**config.mk**
```make
export PLATFORM = sky130hd
export DESIGN_NAME = seq_divider_4bit
export DESIGN_NICKNAME = d
export VERILOG_FILES = /design/src/rtl/seq_divider_4bit.sv
export SDC_FILE = /design/constraint.sdc
export NUM_CORES = 1
export LEC_CHECK = 0
export CAP_MARGIN = 20
export CORE_MARGIN = 4
export CORE_UTILIZATION = 55
export CTS_BUF_LIST = sky130_fd_sc_hd__clkbuf_8
export DETAILED_ROUTE_END_ITERATION = 10
export PLACE_DENSITY = 0.81
export SYNTH_ARGS = -nofsm -noshare
export SYNTH_HDL_FRONTEND = slang
export SYNTH_SLANG_ARGS = --single-unit
export TNS_END_PERCENT = 1
```
**constraint.sdc**
```tcl
create_clock -name clk -period 2.05 [get_ports clk]
set_input_delay 0.41 -clock clk [delete_from_list [all_inputs] [get_ports clk]]
set_output_delay 0.41 -clock clk [all_outputs]
set_load 0.02 [all_outputs]
```
**src/rtl/seq_divider_4bit.sv**
```systemverilog
// seq_divider_4bit: restoring divider that retires one quotient bit per clock.
// A single WIDTH+1-bit subtractor is reused every iteration.
module seq_divider_4bit #(
    parameter int WIDTH = 4
) (
    input  logic             clk,
    input  logic             rst,
    input  logic             start,
    input  logic [WIDTH-1:0] dividend,
    input  logic [WIDTH-1:0] divisor,
    output logic             busy,
    output logic             done,
    output logic [WIDTH-1:0] quotient,
    output logic [WIDTH-1:0] remainder,
    output logic             div_by_zero
);

    localparam int CW = $clog2(WIDTH + 1);

    typedef enum logic [1:0] {
        S_IDLE,
        S_RUN,
        S_DONE
    } state_t;

    state_t           state_q, state_d;
    logic [WIDTH-1:0] dvd_q, dvd_d;
    logic [WIDTH-1:0] dvs_q, dvs_d;
    logic [WIDTH-1:0] quo_q, quo_d;
    logic [WIDTH-1:0] q_q, q_d;
    logic [WIDTH-1:0] r_q, r_d;
    logic [WIDTH:0]   part_q, part_d;
    logic [CW-1:0]    cnt_q, cnt_d;
    logic             dbz_q, dbz_d;

    logic [WIDTH:0]   shifted;
    logic [WIDTH:0]   diff;
    logic [WIDTH:0]   nxt_part;
    logic [WIDTH-1:0] nxt_quo;
    logic             ge;
    logic             accept;

    // One shift/compare/subtract step on the partial remainder.
    always_comb begin
        shifted  = {part_q[WIDTH-1:0], dvd_q[WIDTH-1]};
        diff     = shifted - {1'b0, dvs_q};
        ge       = (shifted >= {1'b0, dvs_q});
        nxt_part = ge ? diff : shifted;
        nxt_quo  = {quo_q[WIDTH-2:0], ge};
        accept   = start && (state_q != S_RUN);
    end

    always_comb begin
        state_d = state_q;
        dvd_d   = dvd_q;
        dvs_d   = dvs_q;
        quo_d   = quo_q;
        part_d  = part_q;
        cnt_d   = cnt_q;
        q_d     = q_q;
        r_d     = r_q;
        dbz_d   = dbz_q;
        unique case (state_q)
            S_IDLE, S_DONE: begin
                state_d = S_IDLE;
                if (accept) begin
                    if (divisor == '0) begin
                        state_d = S_DONE;
                        q_d     = '1;
                        r_d     = dividend;
                        dbz_d   = 1'b1;
                    end else begin
                        state_d = S_RUN;
                        dvd_d   = dividend;
                        dvs_d   = divisor;
                        part_d  = '0;
                        quo_d   = '0;
                        cnt_d   = CW'(WIDTH);
                    end
                end
            end
            S_RUN: begin
                dvd_d  = {dvd_q[WIDTH-2:0], 1'b0};
                part_d = nxt_part;
                quo_d  = nxt_quo;
                cnt_d  = cnt_q - CW'(1);
                if (cnt_q == CW'(1)) begin
                    state_d = S_DONE;
                    q_d     = nxt_quo;
                    r_d     = nxt_part[WIDTH-1:0];
                    dbz_d   = 1'b0;
                end
            end
            default: state_d = S_IDLE;
        endcase
    end

    always_ff @(posedge clk) begin
        if (rst) begin
            state_q <= S_IDLE;
            dvd_q   <= '0;
            dvs_q   <= '0;
            quo_q   <= '0;
            part_q  <= '0;
            cnt_q   <= '0;
            q_q     <= '0;
            r_q     <= '0;
            dbz_q   <= 1'b0;
        end else begin
            state_q <= state_d;
            dvd_q   <= dvd_d;
            dvs_q   <= dvs_d;
            quo_q   <= quo_d;
            part_q  <= part_d;
            cnt_q   <= cnt_d;
            q_q     <= q_d;
            r_q     <= r_d;
            dbz_q   <= dbz_d;
        end
    end

    assign busy        = (state_q == S_RUN);
    assign done        = (state_q == S_DONE);
    assign quotient    = q_q;
    assign remainder   = r_q;
    assign div_by_zero = dbz_q;

endmodule

```
==> results of run 1 <==
## metal layers
layer	share of wire (%)	wire, µm	global-route usage, %	vias up
met4	1.6	57	7.120	0
met2	49	1786	38.07	40
li1	-	-	-	677
met3	5.7	208	7.843	8
met1	44	1587	28.72	630
met5	0	0	0	-
## kinds of logic after synthesis
logic type / Yosys count
and+or+nand+nor: 69
AOI/OAI and AO/OA: 44
DFF: 29
buffers and inverters: 17
adders and majority gates: 7
xor gates and xnor gates: 2
muxes: 2
## path summary, 6_finish.rpt
kind	from	endpoint	slack, ns	cells past startpoint
worst min-delay path	dvs_q[2]	dvs_q[2]	0.46	2
worst max-delay path	dvd_q[3]	remainder[1]	0.07	5
worst min register to register	dvs_q[2]	dvs_q[2]	0.46	2
worst max register to register	dvd_q[3]	remainder[1]	0.07	5
## report_power, final
part	internal, µW	leakage [µW]	switching, µW
clock network	230	0.0000491	219
logic	152	0.000416	185
registers	603	0.000237	30.0
## flip-flops by register name, summed over array words and instances, names as in the netlist
register,flops
remainder,4
state_q,2
quotient,4
dvs_q,4
quo_q,3
dvd_q,4
cnt_q,3
part_q,4
div_by_zero,1
## worst max-delay path, stage by stage (launching register included)
cell	delay [ns]
dfxtp_1	0.37
inv_1	0.06
ha_1	0.22
fa_1	0.43
or4_1	0.58
a311oi_2	0.24
## timing repair
item,4_1_cts,5_1_grt
resized for setup,0,1
endpoints found under the hold margin,0,0
setup endpoints to repair,0,4
## cell type report
class                   count  area share, %
flip-flops and latches     29          31.67
clock buffers               5          3.754
multi-input cells         124          44.37
inverters                   9          1.843
well taps                  30          2.048
repair buffers             31          15.56
clock inverters             3         0.7509
## per-stage QoR
stage          std cells  worst slack [ns]  hold slack, ns
2_1_floorplan        170            0.1564          0.4363
3_3_place_gp         223          -0.03617          0.4470
3_5_place_dp         223           -0.1060          0.4481
4_1_cts              231           0.07048          0.4565
5_1_grt              231          0.003676          0.4726
6_report             231           0.07296          0.4565
## cell usage in the layout (no fill, tap or decap), drive strengths merged
master         netlist  layout
a2111o               1       1
a2111oi              1       1
a21o                 1       1
a21oi               16      16
a22oi                2       2
a2bb2oi              1       1
a311oi               9       9
a31oi                4       4
and2                 1       1
buf                  5      10
clkbuf               3       5
clkdlybuf4s50        0      21
clkinv               0       2
dfxtp               29      29
fa                   1       1
ha                   6       6
inv                  9      10
mux2i                2       2
nand2               19      19
nand2b               3       3
nand3                3       3
nand4                1       1
nand4bb              1       1
nor2                22      22
nor2b                2       2
nor3                11      11
nor4                 1       1
nor4bb               1       1
o2111ai              1       1
o211ai               4       4
o21ai                4       4
or2                  1       1
or4                  3       3
xnor2                1       1
xor2                 1       1
==> results.cfg, run 1 <==
[synthesis]
synth_edf_count = 0
seq_area_frac_synth_pct = 39.83
synthMuxAreaShare_pct = 1.373
synth_xor_area_share_pct = 1.202
synth_top_cell_by_area = dfxtp_1
synth-simple-area-share_pct = 23.52
synth_compound_area_share_pct = 22.75
yosys_warnings = 0
netlist.area_leader.share_pct = 39.83
synth_seq_cells = 29
syn_avg_cell_area_um2 = 8.574
syn-num-nets = 188
yosysUniqueCellTypes = 41
synth_top_family_by_area = simple AND/OR/NAND/NOR gates
netlist_area_um2 = 1458
ys_top_cells_by_count = dfxtp_1, nor2_1, nand2_1
netlist_top_cells_area = dfxtp_1, nor2_1, a21oi_1
yosysMostFrequentCell = dfxtp_1
async_reset_ff_share_pct = 0
ys.flop_type = dfxtp_1
synthAdderAreaFrac_pct = 6.524
synth_cells = 170

[sta]
tightest_slew_ns = 0.4924
hold_viol = 0
clock.fmax_mhz = 505.8
finalSetupViolCount = 0
clock-skew-final_ns = 0.009152
drv_slew = 0
grt_setup_unrepaired = false
relSlewSlack_pct = 67.17
fin_crit_sh_pct = 96.44
finalCriticalPeriod_ns = 1.977
setup_tns_ns = 0

[cells_and_area]
drive_gt1_share_pct = 13.93
fill_cells = 211
final_util_pct = 73.32
area_growth_pct = 25.75
stdcell_area_um2 = 1833
multi_input_area_um2 = 813.3
seq_area_um2 = 580.6
fin_nets = 218
insertedDiodeCount = 0

[critical_path]
worst-path-max-fanout = 2
worst_setup_path_end_kind = register
critPathLaunchType = register
arrival_ns = 2.18
crit_type = register to register
worstPathRequired_ns = 2.25

[detailed_routing]
drc = 0
vias = 1355
ant_nets = 0
avgViaCountPerCell = 5.866
drt_first_pass_iters = 4
drt-initial-drc-count = 37
wl_per_cell_um = 15.75
wl_um = 3639

[clock_network]
clockBufferDepth = 2
clkTransAtPathRegs_ns = 0.07
postCtsSetupBuffers = 0
clock-sinks = 29
h-tree-depth = 2
cts-root-buf = clkbuf_8
hold_buffers = 0
numCtsBuffers = 5
cts_tree = built
clk_latency_ns = 0.28

[floorplan]
initial_core_util_pct = 58.31
die_area_um2 = 3538
die_h_um = 59.48
ioPinCount = 22
die_w_um = 59.48
rows = 18
fp.coreArea_um2 = 2500

[global_route]
grt_max_degree = 30
grt_pass1_vias = 1361
grt_pass1_wl_um = 6147
gr-total-overflow = 0
antenna_found_initial = 0
grt.total_usage_pct = 23.27

[pwr]
power-per-cell-area_nw_per_um2 = 773.8
p_leak_uw = 0.0007019
fin_total_pwr_uw = 1418
ir_drop_mv = 0.6846

[place]
port_buffers = 21
hpwl_um = 2698
gp_congestion = 0.8628
placed_cell_area_um2 = 1744

[outcome]
status = finished, final reports clean

[worst_hold_path]
hold_class = register to register

[run]
drv_cap = 0
No activity file was read; power rests on OpenSTA's default activity.
==> run 2, diff against run 1 <==
- CORE_UTILIZATION: 55 -> 50
- PLACE_DENSITY: 0.81 -> 0.86
- clock period: 2.05 -> 1.62 ns (I/O delays scaled with it)
==> results.cfg, run 2 (synthesized netlist as in run 1, its figures left out) <==
[outcome]
status = finished, violations left
failed_checks = negative setup slack

[cells_and_area]
insertedDiodeCount = 0
fin_nets = 239
final_common_cell = buf_4
drive_gt1_share_pct = 31.98
stdcell_area_um2 = 2178
mostFrequentLayoutCells = buf_4, dfxtp_1, nor2_1
area_growth_pct = 49.44

[detailed_routing]
drc = 0
vias = 1527
avgViaCountPerCell = 6.036
drt-initial-drc-count = 113
wl_um = 4709
drt_first_pass_iters = 4
ant_nets = 0
wl_per_cell_um = 18.61

[global_route]
grt_pass1_wl_um = 7245
gr-total-overflow = 0
grt.total_usage_pct = 26.19
antenna_found_initial = 0
grt_pass1_vias = 1590
grt_max_degree = 30

[pwr]
p_leak_uw = 0.0008802
p_int_uw = 1539
switching_share_pct = 28.74
clkPwrFrac_pct = 36.0
ir_drop_mv = 1.054
power-per-cell-area_nw_per_um2 = 991.2
seqPwrFrac_pct = 37.5
net-switching-power_uw = 620.4
combPwrFrac_pct = 26.6

[place]
hpwl_um = 3072
port_buffers = 21
pre_cts_ws_ns = -0.5069
gp_congestion = 0.9106
placed_cell_area_um2 = 1942

[sta]
worst_slack_ns = -0.1916
fin_crit_sh_pct = 111.8
hold_viol = 0
finalCriticalPeriod_ns = 1.812
clock-skew-final_ns = 0.003372
tightest_slew_ns = 0.4266
grt_setup_unrepaired = true
clock.fmax_mhz = 552.0
finalSetupViolCount = 15
drv_slew = 0
relSlewSlack_pct = 71.56

[clock_network]
clk_latency_ns = 0.28
numCtsBuffers = 5
cts-root-buf = clkbuf_8
cts_tree = built
clock-sinks = 29
clkTransAtPathRegs_ns = 0.06
clockBufferDepth = 2
hold_buffers = 0
h-tree-depth = 2

[critical_path]
worst-path-max-fanout = 4
cp_cell_sequence = inv_2 -> ha_4 -> fa_1 -> or4_4 -> a311oi_2
crit_type = register to register
reg2reg_from = dvd_q[3]
r2r_slack_ns = -0.19
worstPathRequired_ns = 1.82
setup.worst_path.start = dvd_q[3]
arrival_ns = 2.01
cpPeakStageDelay_ns = 0.51
crit_path_top_delay_cell = or4_4
critPathLaunchType = register
worst_setup_path_end_kind = register

[worst_hold_path]
hold_start = divisor[1]
hold_class = primary input to register

[floorplan]
fp.coreArea_um2 = 2781
die_w_um = 62.00
die_area_um2 = 3843
ioPinCount = 22
initial_core_util_pct = 52.41
rows = 19
die_h_um = 62.00

[run]
drv_cap = 0
run 2: cell types whose count changed in the layout (fill, tap and decap cells not counted), moves of 3 or more:
cell,delta
buf_4,+18
clkdlybuf4s50_1,-4
dfxtp_1,-3
dfxtp_2,+3
dlymetal6s2s_1,+3
ha_1,-4
ha_4,+4
inv_1,-3
inv_2,+3
nor2_1,-3
nor2_2,+3
run 2: cell type report:
class	count	area, µm²
Timing Repair Buffer	52	478.0
Clock buffer	6	82.58
Multi-Input combinational cell	124	927.1
Inverter	9	33.78
Sequential cell	29	584.3
Fill cell	169	603.1
Tap cell	31	38.79
Clock inverter	2	33.78
run 2: metrics by stage:
stage	hold WS, ns	utilization [%]	setup TNS [ns]	total power (µW)	instances
after floorplan	0.4420	-	-0.2608	1111	170
after global placement	0.4516	69.82	-7.461	1301	241
after detailed placement	0.4675	69.82	-9.744	1328	241
after CTS	0.4844	76.52	-2.369	2121	253
after global routing	0.3834	78.32	-2.479	2240	253
final	0.3703	78.32	-1.662	2159	253
run 2: worst max-delay path: cells and delay by family, from the launching register on:
kind | cells | cell delay [ns]
and+or+nand+nor | 1 | 0.51
DFF | 1 | 0.35
adders and majority gates | 2 | 0.61
buffers and inverters | 1 | 0.05
AOI/OAI and AO/OA | 1 | 0.21
run 2: path summary, 6_finish.rpt:
path	end	cells after the start
worst min register to register	dvs_q[2]	2
worst max-delay path	remainder[1]	5
worst max register to register	remainder[1]	5
worst min-delay path	dvs_q[1]	3
run 2: repair_timing:
action / in CTS / in global routing
hold endpoints to repair: 0 / 0
buffers inserted: 4 / 0
gates resized for setup: 8 / 14
gates cloned: 0 / 0
endpoints found under the setup margin: 24 / 29
pin swaps: 9 / 7
run 2: power by group through the flow:
| stage | Combinational [µW] | Clock [µW] | Sequential, µW |
|---|---|---|---|
| floorplan | 290 | 0 | 821 |
| global placement | 488 | 0 | 813 |
| detailed placement | 509 | 0 | 819 |
| CTS | 542 | 774 | 805 |
| global route | 617 | 809 | 813 |
| finish | 574 | 776 | 809 |
run 2: layer usage:
| metal | share of wire [%] | up-vias | routed length (µm) | GRT usage [%] |
|---|---|---|---|---|
| met1 | 40 | 738 | 1884 | 29.29 |
| met3 | 5.6 | 14 | 265 | 7.025 |
| met4 | 2.5 | 0 | 119 | 13.64 |
| li1 | - | 713 | - | - |
| met2 | 52 | 62 | 2441 | 45.12 |
| met5 | 0 | - | 0 | 0 |
